### src/rtl/inst_encode_loader_if.sv
// Bundle for inst_encode_loader: field-set handshake, restart pulse, the
// instruction-memory write port and the status outputs.
interface inst_encode_loader_if #(
    parameter int unsigned ADDR_WIDTH = 10
) ();
    // Field-set handshake
    logic                  in_valid;
    logic                  in_ready;
    logic [2:0]            imm_sel;
    logic [31:0]           imm;
    logic [6:0]            opcode;
    logic [4:0]            rd;
    logic [4:0]            rs1;
    logic [4:0]            rs2;
    logic [2:0]            funct3;
    logic [6:0]            funct7;
    // Load control
    logic                  start;
    // Instruction-memory write port
    logic                  mem_we;
    logic [ADDR_WIDTH-1:0] mem_addr;
    logic [31:0]           mem_wdata;
    logic                  mem_ack;
    // Status
    logic [ADDR_WIDTH:0]   word_count;
    logic                  busy;
    logic                  imm_err;

    // Producer of field sets and owner of the memory
    modport master (
        output in_valid, imm_sel, imm, opcode, rd, rs1, rs2, funct3, funct7, start, mem_ack,
        input  in_ready, mem_we, mem_addr, mem_wdata, word_count, busy, imm_err
    );

    // The encoder/loader itself
    modport slave (
        input  in_valid, imm_sel, imm, opcode, rd, rs1, rs2, funct3, funct7, start, mem_ack,
        output in_ready, mem_we, mem_addr, mem_wdata, word_count, busy, imm_err
    );
endinterface

### src/rtl/inst_encode_loader.sv
// Sequential RV32 instruction encoder and program loader.
// Scatters a full immediate back into RV32 bit positions (same format coding as
// the ID stage), queues the encoded words in a FIFO and writes them to
// instruction memory at consecutive word addresses through an ack-based port.
// Optional feature: define IMM_RANGE_CHECK_EN to flag immediates that do not
// fit the selected format (sticky imm_err); otherwise imm_err is tied low.
module inst_encode_loader #(
    parameter int unsigned DEPTH      = 4,
    parameter int unsigned ADDR_WIDTH = 10,
    parameter int unsigned BASE_ADDR  = 0
) (
    input  logic                clk,
    input  logic                reset,
    inst_encode_loader_if.slave bus
);
    localparam int unsigned           PTR_W = $clog2(DEPTH);
    localparam logic [ADDR_WIDTH-1:0] BASE  = ADDR_WIDTH'(BASE_ADDR);

    typedef enum logic [0:0] {StIdle, StWrite} state_e;

    state_e                state_q, state_d;
    logic [31:0]           fifo_mem [DEPTH];
    logic [PTR_W-1:0]      wptr_q, wptr_d;
    logic [PTR_W-1:0]      rptr_q, rptr_d;
    logic [PTR_W:0]        count_q, count_d;
    logic [ADDR_WIDTH-1:0] addr_q, addr_d;
    logic [ADDR_WIDTH:0]   wc_q, wc_d;
    logic [31:0]           wdata_q, wdata_d;
    logic                  busy_q, busy_d;
    logic                  we_q, we_d;
    logic                  fifo_full;
    logic                  fifo_empty;
    logic                  push;
    logic                  pop;
    logic                  start_ok;
    logic [31:0]           enc_word;

    assign fifo_full  = (count_q == (PTR_W+1)'(DEPTH));
    assign fifo_empty = (count_q == '0);
    assign push       = bus.in_valid & ~fifo_full;

    // Encode the field set into an RV32 word; 110 is reserved and encodes as R
    always_comb begin
        enc_word = '0;
        case (bus.imm_sel)
            3'b000: enc_word = {bus.imm[31:12], bus.rd, bus.opcode};
            3'b001: enc_word = {bus.imm[20], bus.imm[10:1], bus.imm[11], bus.imm[19:12],
                                bus.rd, bus.opcode};
            3'b010: enc_word = {bus.imm[11:0], bus.rs1, bus.funct3, bus.rd, bus.opcode};
            3'b011: enc_word = {bus.imm[12], bus.imm[10:5], bus.rs2, bus.rs1, bus.funct3,
                                bus.imm[4:1], bus.imm[11], bus.opcode};
            3'b100: enc_word = {bus.imm[11:5], bus.rs2, bus.rs1, bus.funct3, bus.imm[4:0],
                                bus.opcode};
            3'b101: enc_word = {bus.funct7, bus.imm[4:0], bus.rs1, bus.funct3, bus.rd,
                                bus.opcode};
            default: enc_word = {bus.funct7, bus.rs2, bus.rs1, bus.funct3, bus.rd, bus.opcode};
        endcase
    end

    // Writer FSM state register
    always_ff @(posedge clk) begin
        if (reset) begin
            state_q <= StIdle;
        end else begin
            state_q <= state_d;
        end
    end

    // Writer FSM next state, FIFO pop, address/count advance and restart
    always_comb begin
        state_d  = state_q;
        pop      = 1'b0;
        addr_d   = addr_q;
        wc_d     = wc_q;
        wdata_d  = wdata_q;
        // Restart only when nothing is in flight so no queued word is misplaced
        start_ok = bus.start & (state_q == StIdle) & fifo_empty;
        case (state_q)
            StIdle: begin
                if (!fifo_empty) begin
                    pop     = 1'b1;
                    wdata_d = fifo_mem[rptr_q];
                    state_d = StWrite;
                end else if (start_ok) begin
                    addr_d = BASE;
                    wc_d   = '0;
                end
            end
            StWrite: begin
                if (bus.mem_ack) begin
                    addr_d = addr_q + ADDR_WIDTH'(1);
                    wc_d   = wc_q + (ADDR_WIDTH+1)'(1);
                    if (!fifo_empty) begin
                        pop     = 1'b1;
                        wdata_d = fifo_mem[rptr_q];
                    end else begin
                        state_d = StIdle;
                    end
                end
            end
            default: state_d = StIdle;
        endcase
    end

    // FIFO pointer/occupancy next state and registered status outputs
    always_comb begin
        wptr_d  = push ? wptr_q + PTR_W'(1) : wptr_q;
        rptr_d  = pop ? rptr_q + PTR_W'(1) : rptr_q;
        count_d = count_q;
        if (push && !pop) begin
            count_d = count_q + (PTR_W+1)'(1);
        end else if (pop && !push) begin
            count_d = count_q - (PTR_W+1)'(1);
        end
        we_d   = (state_d == StWrite);
        busy_d = (count_d != '0) | (state_d == StWrite);
    end

    // FIFO storage; reset drops queued words through the pointers alone
    always_ff @(posedge clk) begin
        if (push) begin
            fifo_mem[wptr_q] <= enc_word;
        end
    end

    // Datapath registers
    always_ff @(posedge clk) begin
        if (reset) begin
            wptr_q  <= '0;
            rptr_q  <= '0;
            count_q <= '0;
            addr_q  <= BASE;
            wc_q    <= '0;
            wdata_q <= '0;
            busy_q  <= 1'b0;
            we_q    <= 1'b0;
        end else begin
            wptr_q  <= wptr_d;
            rptr_q  <= rptr_d;
            count_q <= count_d;
            addr_q  <= addr_d;
            wc_q    <= wc_d;
            wdata_q <= wdata_d;
            busy_q  <= busy_d;
            we_q    <= we_d;
        end
    end

`ifdef IMM_RANGE_CHECK_EN
    logic imm_bad;
    logic imm_err_q, imm_err_d;

    // Immediate does not fit the selected format (signed fits: upper bits all equal)
    always_comb begin
        imm_bad = 1'b0;
        case (bus.imm_sel)
            3'b000: imm_bad = (bus.imm[11:0] != '0);
            3'b001: imm_bad = bus.imm[0] | ~((&bus.imm[31:20]) | ~(|bus.imm[31:20]));
            3'b010,
            3'b100: imm_bad = ~((&bus.imm[31:11]) | ~(|bus.imm[31:11]));
            3'b011: imm_bad = bus.imm[0] | ~((&bus.imm[31:12]) | ~(|bus.imm[31:12]));
            3'b101: imm_bad = (bus.imm[31:5] != '0);
            default: imm_bad = 1'b0;
        endcase
        // Restart clears the flag; a word accepted alongside it can set it again
        imm_err_d = (start_ok ? 1'b0 : imm_err_q) | (push & imm_bad);
    end

    // Sticky range-violation flag
    always_ff @(posedge clk) begin
        if (reset) begin
            imm_err_q <= 1'b0;
        end else begin
            imm_err_q <= imm_err_d;
        end
    end

    assign bus.imm_err = imm_err_q;
`else
    assign bus.imm_err = 1'b0;
`endif

    assign bus.in_ready   = ~fifo_full;
    assign bus.mem_we     = we_q;
    assign bus.mem_addr   = addr_q;
    assign bus.mem_wdata  = wdata_q;
    assign bus.word_count = wc_q;
    assign bus.busy       = busy_q;
endmodule

### src/flat_wrapper.sv
// flat-port wrapper written by rule: the top's interface ports become plain ports
module inst_encode_loader_flat 
#(
    parameter int unsigned DEPTH      = 4,
    parameter int unsigned ADDR_WIDTH = 10,
    parameter int unsigned BASE_ADDR  = 0
)
  (clk, reset, bus_in_valid, bus_imm_sel, bus_imm, bus_opcode, bus_rd, bus_rs1, bus_rs2, bus_funct3, bus_funct7, bus_start, bus_mem_ack, bus_in_ready, bus_mem_we, bus_mem_addr, bus_mem_wdata, bus_word_count, bus_busy, bus_imm_err);
  inst_encode_loader_if #(.ADDR_WIDTH(ADDR_WIDTH)) bus_i ();
  input  logic clk;
  input  logic reset;
  input wire logic [$bits(bus_i.in_valid)-1:0] bus_in_valid;
  input wire logic [$bits(bus_i.imm_sel)-1:0] bus_imm_sel;
  input wire logic [$bits(bus_i.imm)-1:0] bus_imm;
  input wire logic [$bits(bus_i.opcode)-1:0] bus_opcode;
  input wire logic [$bits(bus_i.rd)-1:0] bus_rd;
  input wire logic [$bits(bus_i.rs1)-1:0] bus_rs1;
  input wire logic [$bits(bus_i.rs2)-1:0] bus_rs2;
  input wire logic [$bits(bus_i.funct3)-1:0] bus_funct3;
  input wire logic [$bits(bus_i.funct7)-1:0] bus_funct7;
  input wire logic [$bits(bus_i.start)-1:0] bus_start;
  input wire logic [$bits(bus_i.mem_ack)-1:0] bus_mem_ack;
  output wire logic [$bits(bus_i.in_ready)-1:0] bus_in_ready;
  output wire logic [$bits(bus_i.mem_we)-1:0] bus_mem_we;
  output wire logic [$bits(bus_i.mem_addr)-1:0] bus_mem_addr;
  output wire logic [$bits(bus_i.mem_wdata)-1:0] bus_mem_wdata;
  output wire logic [$bits(bus_i.word_count)-1:0] bus_word_count;
  output wire logic [$bits(bus_i.busy)-1:0] bus_busy;
  output wire logic [$bits(bus_i.imm_err)-1:0] bus_imm_err;
  assign bus_i.in_valid = bus_in_valid;
  assign bus_i.imm_sel = bus_imm_sel;
  assign bus_i.imm = bus_imm;
  assign bus_i.opcode = bus_opcode;
  assign bus_i.rd = bus_rd;
  assign bus_i.rs1 = bus_rs1;
  assign bus_i.rs2 = bus_rs2;
  assign bus_i.funct3 = bus_funct3;
  assign bus_i.funct7 = bus_funct7;
  assign bus_i.start = bus_start;
  assign bus_i.mem_ack = bus_mem_ack;
  assign bus_in_ready = bus_i.in_ready;
  assign bus_mem_we = bus_i.mem_we;
  assign bus_mem_addr = bus_i.mem_addr;
  assign bus_mem_wdata = bus_i.mem_wdata;
  assign bus_word_count = bus_i.word_count;
  assign bus_busy = bus_i.busy;
  assign bus_imm_err = bus_i.imm_err;
  inst_encode_loader #(.DEPTH(DEPTH), .ADDR_WIDTH(ADDR_WIDTH), .BASE_ADDR(BASE_ADDR)) u_core (.clk(clk), .reset(reset), .bus(bus_i));
endmodule
### config.mk
export PLATFORM = sky130hd
export DESIGN_NAME = inst_encode_loader_flat
export DESIGN_NICKNAME = d
export VERILOG_FILES = /design/src/rtl/inst_encode_loader_if.sv /design/src/rtl/inst_encode_loader.sv /design/src/flat_wrapper.sv
export SDC_FILE = /design/constraint.sdc
export NUM_CORES = 1
export LEC_CHECK = 0
export BUFFER_PORTS_ARGS = -buffer_cell sky130_fd_sc_hd__buf_4
export CELL_PAD_IN_SITES_DETAIL_PLACEMENT = 1
export CELL_PAD_IN_SITES_GLOBAL_PLACEMENT = 1
export CORE_MARGIN = 2
export CORE_UTILIZATION = 41
export CTS_CLUSTER_DIAMETER = 150
export DETAILED_ROUTE_END_ITERATION = 6
export PLACE_DENSITY = 0.72
export REMOVE_ABC_BUFFERS = 1
export SLEW_MARGIN = 15
export SYNTH_ARGS = -nofsm -noshare
export SYNTH_HDL_FRONTEND = slang
export SYNTH_SLANG_ARGS = --single-unit
### constraint.sdc
create_clock -name clk -period 2.3 [get_ports clk]
set_input_delay 0.345 -clock clk [delete_from_list [all_inputs] [get_ports clk]]
set_output_delay 0.345 -clock clk [all_outputs]
set_load 0.01 [all_outputs]
==> flow_metrics.py <==
metrics = {
    "status": {
        "status": "complete, no violations",
    },
    "setup_path": {
        "worst_ep_arrival_time_ns": 2.39,
        "crit_path_end_kind": "register",
        "max_stage_delay_ns": 0.37,
        "cp_cell_sequence": "inv_1 > ha_1 > nor2b_2 > nor2_4 > maj3_1 > a221oi_2 > a2111o_1",
        "r2r_cells": 7,
        "reg2reg_setup_slack_ns": 0.23,
        "critPathLaunchType": "register",
        "reg2reg_to": "u_core.bus.busy",
        "cp_max_fo": 15,
        "crit_slowest_cell": "dfxtp_1",
        "crit_required_ns": 2.61,
        "crit_type": "register to register",
        "r2r_start": "u_core.count_q[0]",
    },
    "route": {
        "drt-total-wl_microns": 19100,
        "num_vias": 5330,
        "vias_per_cell": 5.31,
        "dr.pass1.iters": 4,
        "wl_per_cell_microns": 19.1,
        "postRouteAntennaNets": 0,
        "drc": 0,
        "drt_iter0_drc": 250,
    },
    "finish": {
        "layout-drive-gt1-share": 0.311,
        "diodes": 0,
        "final_nets": 811,
        "fin_util": 0.523,
        "nFillCells": 1913,
        "area_growth_pct": 24.4,
        "seqCellArea_sq_um": 5130,
        "multi_input_area_sq_um": 2620,
    },
    "sta": {
        "clock_skew_ns": 0.0127,
        "hold-worst-slack_ns": 0.112,
        "maxSlewHeadroom": 0.585,
        "worst_pin_slew_ns": 0.622,
        "fin_ws_ns": 0.227,
        "timing.final.crit_share": 0.901,
        "drv_slew": 0,
        "min_period_ns": 2.07,
        "finalSetupViolCount": 0,
        "fmax_mhz": 482,
        "rsz0062_at_grt": "false",
        "finalHoldViolCount": 0,
    },
    "placement": {
        "dp_slack_ns": 0.241,
        "place_hpwl_microns": 13200,
        "gp_congestion": 0.786,
        "port_buffers": 127,
    },
    "clocking": {
        "htreeDepth": 4,
        "max-clock-path-buffers": 2,
        "worst_skew_pair.late_latency_ns": 0.44,
        "clk_pin_slew_ns": 0.07,
        "post_cts_resize_count": 0,
        "cts_buffers": 17,
        "cts_hold_buf": 0,
        "postCtsSetupRepairBufs": 0,
        "cts_sinks": 192,
        "cts_tree": "yes",
        "cts-root-buf": "clkbuf_16",
    },
    "job": {
        "maxCapViolations": 0,
    },
    "yosys": {
        "synth-edff-count": 128,
        "synthArstFlopShare": 0,
        "syn_avg_cell_area_sq_um": 13.2,
        "syn_inst": 601,
        "synthTopCellsByArea": "edfxtp_1 49%, dfxtp_1 16%, mux4_2 9.1%",
        "ys.flop_type": "edfxtp_1",
        "netlist.area_leader.share": 0.486,
        "synth_top_area_cell": "edfxtp_1",
        "synthTopCellsByCount": "128 x edfxtp_1, 99 x nand2_1, 64 x dfxtp_1",
        "ys_seq_area_frac": 0.648,
        "yosys.cell_count.top_type": "edfxtp_1",
        "yosysUniqueCellTypes": 46,
        "yosys_warnings": 0,
        "ys_ff_latch": 192,
        "synth_area_sq_um": 7910,
    },
    "power_and_ir_drop": {
        "total_power_mw": 10.6,
        "p_int_mw": 7.33,
        "ir_drop_v": 0.000610,
        "p_sw_mw": 3.27,
        "swShare": 0.308,
        "pwr-share-comb": 0.281,
        "p_leak_nw": 3.59,
        "clockPowerShare": 0.285,
        "powerDensity_nw_per_um2": 1080,
        "seqPwrFrac": 0.434,
    },
    "global_routing": {
        "gr-total-overflow": 0,
        "antenna_found_initial": 0,
        "first_global_vias": 5678,
        "grt_max_degree": 36,
        "grt_pass1_wl_microns": 30400,
        "grt_usage": 0.196,
    },
    "floorplan": {
        "die_h_microns": 143,
        "core_sq_um": 18800,
        "start_util": 0.420,
        "dieArea_sq_um": 20400,
        "rows": 50,
        "die_x_microns": 143,
        "io_pins": 129,
    },
    "min_path": {
        "hold_depth": 1,
        "holdPathEnd": "u_core.fifo_mem[1][6]",
        "hp-class": "input pin to register",
        "hp-start": "bus_opcode[6]",
    },
}
routing by layer:
metal / GRT usage / vias up / routed length, microns
li1: - / 2474 / -
met1: 0.238 / 2694 / 8170
met2: 0.351 / 136 / 9930
met3: 0.0406 / 26 / 769
met4: 0.0584 / 0 / 270
met5: 0 / - / 0
power by group through the flow:
stage                     Clock [mW]  Combinational, mW  Sequential [mW]
final                           3.02               2.98             4.60
after global routing            3.21               3.28             4.67
after CTS                       3.09               3.05             4.61
after detailed placement           0               3.01             4.69
after global placement             0               2.88             4.64
after floorplan                    0               1.48             4.82
layout by cell type (no fill, tap or decap), drive strengths merged, types with 5 or more instances in the layout:
cell type	netlist	routed
buf	14	144
edfxtp	128	128
nand2	99	99
dfxtp	64	64
a21oi	55	55
mux4	32	32
nor2	32	32
o21ai	22	22
clkbuf	20	18
inv	10	17
and2	12	12
or3	11	11
o22ai	10	10
xor2	10	10
ha	9	9
nand2b	9	9
mux2	8	8
a211oi	6	6
a31oi	6	6
nand4	6	6
xnor2	5	5
per-stage QoR:
| step | instances | area, sq um | TNS (ns) |
|---|---|---|---|
| floorplan | 567 | 7770 | -3.06 |
| global placement | 971 | 9230 | 0 |
| detailed placement | 971 | 9230 | 0 |
| CTS | 1003 | 9840 | 0 |
| global route | 1003 | 9840 | 0 |
| finish | 1003 | 9840 | 0 |
state kept, by name, indices dropped and copies added, names as in the netlist, named ones only:
register / cells
u_core.fifo_mem: 128
u_core.bus.mem_wdata: 32
u_core.bus.word_count: 11
u_core.bus.mem_addr: 10
u_core.count_q: 3
u_core.rptr_q: 2
u_core.wptr_q: 2
u_core.bus.busy: 1
u_core.bus.mem_we: 1
layout make-up:
type / instances / share of cell area
Inverter: 10 / 0.00381
Sequential cell: 192 / 0.521
Multi-Input combinational cell: 365 / 0.266
Tap cell: 260 / 0.0331
Timing Repair Buffer: 144 / 0.114
Clock inverter: 14 / 0.0173
Clock buffer: 18 / 0.0446
worst max-delay path: cells and delay by family, from the launching register on:
family	cells	cell delay (ns)
AO/OA/AOI/OAI	2	0.42
adder cells (fa/ha/maj)	2	0.53
buffers and inverters	1	0.07
flip-flops	1	0.37
AND/OR/NAND/NOR	2	0.56
how the worst max path moves through the flow:
| stage | endpoint | cells past startpoint | startpoint | slack (ns) |
|---|---|---|---|---|
| 3_3_place_gp | u_core.bus.busy | 7 | u_core.count_q[0] | 0.34 |
| 6_report | u_core.bus.busy | 7 | u_core.count_q[0] | 0.23 |
| 3_5_place_dp | u_core.bus.busy | 7 | u_core.count_q[0] | 0.24 |
| 5_1_grt | u_core.bus.busy | 7 | u_core.count_q[0] | 0.05 |
| 4_1_cts | u_core.bus.busy | 7 | u_core.count_q[0] | 0.20 |
| 2_1_floorplan | u_core.bus.busy | 7 | u_core.count_q[0] | -0.61 |
logic make-up after synthesis:
family,synth area share
DFF,0.648
and+or+nand+nor,0.108
AOI/OAI and AO/OA,0.0826
buffers and inverters,0.0225
muxes,0.104
xor gates and xnor gates,0.0195
adders and majority gates,0.0155
other,0.000474
(Power assumes the default switching activity.)
